`src/rtl/timer_pkg.sv`:
```
// Shared types and flag bit positions for the general-purpose timer.
package timer_pkg;

  typedef enum logic [1:0] {
    IDLE = 2'd0,
    RUN  = 2'd1,
    DONE = 2'd2
  } timer_state_e;

  localparam int FLAG_UPD = 0;
  localparam int FLAG_CC0 = 1;

endpackage

```
`src/rtl/timer_prescaler.sv`:
```
// Clock-enable generator: one-cycle tick every psc+1 cycles while run is high.
module timer_prescaler #(
  parameter int PSC_W = 16
) (
  input  logic             clk,
  input  logic             rst,
  input  logic             run,
  input  logic [PSC_W-1:0] psc,
  output logic             tick
);

  localparam logic [PSC_W-1:0] PSC_ONE = PSC_W'(1);

  logic [PSC_W-1:0] pre;

  assign tick = run && (pre == psc);

  // Parked at zero outside RUN so every run starts a fresh prescale period.
  always_ff @(posedge clk or posedge rst) begin
    if (rst) begin
      pre <= '0;
    end else if (!run || tick) begin
      pre <= '0;
    end else begin
      pre <= pre + PSC_ONE;
    end
  end

endmodule

```
`src/rtl/gp_timer.sv`:
```
// General-purpose up/down timer with prescaler, shadowed reload,
// compare channels, sticky flags, PWM outputs and interrupt.
module gp_timer
  import timer_pkg::*;
#(
  parameter int NUM_CH = 4,
  parameter int CNT_W  = 16,
  parameter int PSC_W  = 16
) (
  input  logic                    clk,
  input  logic                    rst,
  input  logic                    en,
  input  logic                    one_shot,
  input  logic                    countdown,
  input  logic [PSC_W-1:0]        psc,
  input  logic [CNT_W-1:0]        arr,
  input  logic [NUM_CH*CNT_W-1:0] ccr,
  input  logic [NUM_CH:0]         ier,
  input  logic [NUM_CH:0]         flag_clr,
  output logic [CNT_W-1:0]        cnt_o,
  output logic [NUM_CH:0]         flags,
  output logic [NUM_CH-1:0]       pwm_out,
  output logic                    irq,
  output logic                    busy
);

  localparam logic [CNT_W-1:0] CNT_ONE = CNT_W'(1);

  timer_state_e     state, state_nxt;
  logic [CNT_W-1:0] cnt, cnt_nxt;
  logic [PSC_W-1:0] psc_sh;
  logic [CNT_W-1:0] arr_sh;
  logic             dir_sh;
  logic             os_sh;
  logic             run;
  logic             tick;
  logic             upd;
  logic [NUM_CH:0]  flag_set;

  assign run   = (state == RUN);
  assign busy  = run;
  assign cnt_o = cnt;

  timer_prescaler #(.PSC_W(PSC_W)) u_psc (
    .clk  (clk),
    .rst  (rst),
    .run  (run),
    .psc  (psc_sh),
    .tick (tick)
  );

  always_comb begin
    cnt_nxt = cnt;
    upd     = 1'b0;
    if (run && tick) begin
      if (!dir_sh) begin
        if (cnt == arr_sh) begin
          cnt_nxt = '0;
          upd     = 1'b1;
        end else begin
          cnt_nxt = cnt + CNT_ONE;
        end
      end else begin
        if (cnt == '0) begin
          cnt_nxt = arr_sh;
          upd     = 1'b1;
        end else begin
          cnt_nxt = cnt - CNT_ONE;
        end
      end
    end
  end

  always_comb begin
    state_nxt = state;
    case (state)
      IDLE:    if (en) state_nxt = RUN;
      RUN:     if (!en) state_nxt = IDLE;
               else if (upd && os_sh) state_nxt = DONE;
      DONE:    if (!en) state_nxt = IDLE;
      default: state_nxt = IDLE;
    endcase
  end

  // Compare channels beyond the active reload value are masked off.
  always_comb begin
    flag_set           = '0;
    flag_set[FLAG_UPD] = upd;
    for (int i = 0; i < NUM_CH; i++) begin
      flag_set[FLAG_CC0+i] = run && tick
                             && (cnt_nxt == ccr[i*CNT_W +: CNT_W])
                             && (ccr[i*CNT_W +: CNT_W] <= arr_sh);
    end
  end

  always_ff @(posedge clk or posedge rst) begin
    if (rst) begin
      state  <= IDLE;
      cnt    <= '0;
      psc_sh <= '0;
      arr_sh <= '0;
      dir_sh <= 1'b0;
      os_sh  <= 1'b0;
    end else begin
      state <= state_nxt;
      if (state == IDLE && en) begin
        psc_sh <= psc;
        arr_sh <= arr;
        dir_sh <= countdown;
        os_sh  <= one_shot;
        cnt    <= countdown ? arr : '0;
      end else begin
        cnt <= cnt_nxt;
        if (upd) begin
          psc_sh <= psc;
          arr_sh <= arr;
          dir_sh <= countdown;
          os_sh  <= one_shot;
        end
      end
    end
  end

  // A set in the same cycle as its clear pulse takes priority.
  always_ff @(posedge clk or posedge rst) begin
    if (rst) begin
      flags   <= '0;
      irq     <= 1'b0;
      pwm_out <= '0;
    end else begin
      flags <= (flags & ~flag_clr) | flag_set;
      irq   <= |(flags & ier);
      for (int i = 0; i < NUM_CH; i++) begin
        pwm_out[i] <= run && (cnt < ccr[i*CNT_W +: CNT_W]);
      end
    end
  end

endmodule

```
`config.mk`:
```
export PLATFORM = sky130hd
export DESIGN_NAME = gp_timer
export DESIGN_NICKNAME = d
export VERILOG_FILES = /design/src/rtl/timer_pkg.sv /design/src/rtl/timer_prescaler.sv /design/src/rtl/gp_timer.sv
export SDC_FILE = /design/constraint.sdc
export NUM_CORES = 1
export LEC_CHECK = 0
export BUFFER_PORTS_ARGS = -buffer_cell sky130_fd_sc_hd__buf_2
export CAP_MARGIN = 20
export CORE_MARGIN = 2
export CORE_UTILIZATION = 55
export DETAILED_ROUTE_END_ITERATION = 7
export PLACE_DENSITY = 0.85
export SKIP_CTS_REPAIR_TIMING = 1
export SLEW_MARGIN = 5
export SYNTH_ARGS = -nofsm -noshare
export SYNTH_HDL_FRONTEND = slang
export SYNTH_HIERARCHICAL = 1
export SYNTH_SLANG_ARGS = --single-unit
```
`constraint.sdc`:
```
create_clock -name clk -period 3.98 [get_ports clk]
set_clock_uncertainty 0.15 [all_clocks]
set_input_delay 0 -clock clk [delete_from_list [all_inputs] [get_ports clk]]
set_output_delay 0 -clock clk [all_outputs]
set_load 0.1 [all_outputs]
```
==> out/qor.yml <==
final_layout:
  final_common_cell: "buf_2"
  stdcell_area_mm2: 0.0104
  final_net_count: 1436
  drive_gt1_frac: 0.210
  fin_cells: 1390
  mostFrequentLayoutCells: "buf_2, ha_1, inv_1, xnor2_1, dfrtp_1"
  syn_to_final_growth_pct: 23.0
  antenna_cells: 0
sta:
  fin_crit_sh: 0.967
  max-slew-margin-rel: 0.389
  tightest_slew_ps: 913
  post-route-min-period_ps: 3850
  final_hold_viol_count: 7
  fmax_mhz: 260
  fin_hold_ws_ps: -37.8
  slew_viol_final: 0
  setup_ws_ps: 131
  setup_viol: 0
die:
  core_mm2: 0.0151
  fp-row-count: 45
  dieArea_mm2: 0.0164
  die_w_um: 128
  top_level_ports: 138
  fp.dieH_um: 128
  start_util: 0.560
worst_setup_path:
  worst_path_max_delay_cell: "dfrtp_1"
  end_kind: "flop"
  worstSetupPathType: "flop to flop"
  r2r-end: "flags[2]"
  r2r_slack_ps: 130
  reg2regPathDepth: 13
  cp_data_arrival_time_ps: 3960
  cp_data_required_time_ps: 4090
  worstReg2RegStart: "u_psc/pre[6]"
  path_max_fanout: 13
  path_cells: "xnor2_1, nand4_1, nor2_1, and3_1, nand3b_1, buf_4, buf_4, a21o_1, a221oi_4, xnor2_1, nor4_1, o2111ai_1, o31ai_1"
  cp_slowest_stage_delay_ps: 430
  critPathLaunchType: "flop"
routing:
  met1_length_um: 12300
  via_count: 8941
  drcViolationCount: 0
  postRouteAntennaNets: 0
  wl_met3_um: 3530
  wl_met2_um: 13900
  wl_um: 31600
  highest_layer: "met4"
  dr.pass1.iters: 8
  viasPerCell: 6.43
  wl_per_cell_um: 22.8
  drtIter0Drc: 873
clocking:
  ctsRootBufferMaster: "clkbuf_16"
  cts_tree: "done"
  h-tree-depth: 3
  clockBufferDepth: 2
  clock-sinks: 78
  path_clk_slew_ps: 70
  insertion_delay_ps: 360
  cts_buffers: 9
synthesis:
  yosysUniqueCellTypes: 75
  synth-seq-cells: 78
  synth-edff-count: 0
  synth_top_flop_cell: "dfrtp_1"
  yosysTopAreaCell: "dfrtp_1"
  synthArstFlopShare: 1.00
  yosys-top-cells-area: "dfrtp_1, ha_1, xnor2_1"
  synthesis.area_mm2: 0.00847
  synth_adder_area_share: 0.189
  synth_nets: 1224
  ys_seq_area_frac: 0.230
  postSynthCellCount: 985
  muxShareOfSynthArea: 0.0325
  syn-mean-instance-area_um2: 8.60
  synth_top_family_by_area: "compound AO/OA/AOI/OAI gates"
  synth_compound_area_frac: 0.203
  yosys_warnings: 6
  synth_top_cell_area_share: 0.230
  synthXorXnorAreaFrac: 0.118
  synth-simple-area-share: 0.160
placed_design:
  pre_cts_slack_ps: 105
  placedCellCount: 1317
  dpl_cell_area_mm2: 0.00956
  hpwlAfterDp_um: 24300
  routabilityCongestion: 1.10
  io_buffers: 137
job:
  max_cap_viol_count: 0
run_status:
  status: "finished with violations"
  violations: "negative hold slack"
pwr:
  ir_drop_mv: 0.354
  p_leak_uw: 0.00505
  power.density_mw_per_mm2: 325
global_routing:
  gr-total-overflow: 0
  grt_usage: 0.375
  grt_pass1_vias: 8668
  grt_pass1_wl_um: 46900
  antenna_found_initial: 0
  grt_max_degree: 34
hold_path:
  whs_endpoint: "flags[1]"
  hp-start: "ccr[14]"
  holdCritPathClass: "input pin to flop"
  min_path_cells: 4
state kept, by name (all words and copies together), names as in the netlist, 2 cells and up:
name / cells
psc_sh: 16
flags: 5
arr_sh: 16
pwm_out: 4
cnt_o: 16
u_psc/pre: 16
state: 2
cells in the mapped netlist, types with 5 or more instances:
cell	n
a211oi_1	12
a21o_1	56
a21oi_1	49
and4_1	6
buf_2	9
buf_6	5
clkbuf_1	22
dfrtp_1	78
ha_1	128
inv_1	101
mux2_2	20
mux2i_1	5
nand2_1	43
nand2b_1	12
nand3_1	45
nand4_1	35
nor2_1	50
nor2b_1	9
nor3_1	9
nor4_1	12
o211ai_1	7
o21ai_0	62
o31ai_1	6
or4_1	5
xnor2_1	99
xor2_1	13
worst max path at each step:
stage | from | endpoint | slack [ps] | cells after the start
4_1_cts | u_psc/pre[6] | flags[2] | 80 | 13
6_report | u_psc/pre[6] | flags[2] | 130 | 13
3_3_place_gp | cnt_o[6] | flags[2] | 170 | 9
5_1_grt | u_psc/pre[2] | flags[1] | -20 | 14
2_1_floorplan | cnt_o[0] | flags[1] | 2 | 10
3_5_place_dp | u_psc/pre[5] | flags[2] | 100 | 13
layout make-up:
class                      count  area [µm²]
sequential                    78        1960
fill                        1203        4720
clock inverter                 7        61.3
timing repair buffer         239        1590
tap                          188         235
clock buffer                   9         225
multi-input combinational    768        5970
inverter                     101         379
where the power goes:
part / internal [µW] / leakage, µW / total, µW / switching, µW
clock network: 435 / 0.000135 / 837 / 401
registers: 869 / 0.000985 / 1000 / 134
logic: 603 / 0.00393 / 1540 / 940
total: 1910 / 0.00505 / 3380 / 1480
worst max-delay path, delay by kind of cell (launching register included):
| kind | cells | cell delay, ps |
|---|---|---|
| xor gates and xnor gates | 2 | 380 |
| DFF | 1 | 430 |
| and+or+nand+nor | 5 | 1230 |
| AOI/OAI and AO/OA | 4 | 1070 |
| buffers and inverters | 2 | 470 |
routing by layer:
| layer | track usage | vias up |
|---|---|---|
| li1 | - | 3977 |
| met1 | 0.491 | 4220 |
| met2 | 0.574 | 589 |
| met3 | 0.0931 | 155 |
| met4 | 0.197 | 0 |
| met5 | 0 | - |
kinds of logic (layout without fill, tap and decap cells):
logic type,count (synthesis),count (layout)
simple gates,252,252
compound gates,250,250
buf+inv,139,356
fa+ha+maj,128,128
xor+xnor,113,113
flops,78,78
mux,25,25
metrics by stage:
step            util  hold slack [ps]  TNS (ps)  power [µW]
6_report       0.688            -37.8         0        3380
5_1_grt        0.688            -10.4     -15.5        3540
4_1_cts        0.650             -398         0        3280
3_5_place_dp   0.631            -17.4         0        2450
3_3_place_gp   0.631            -35.7         0        2420
2_1_floorplan      -             -236         0        1980
Power figures use the tool's default switching activity.
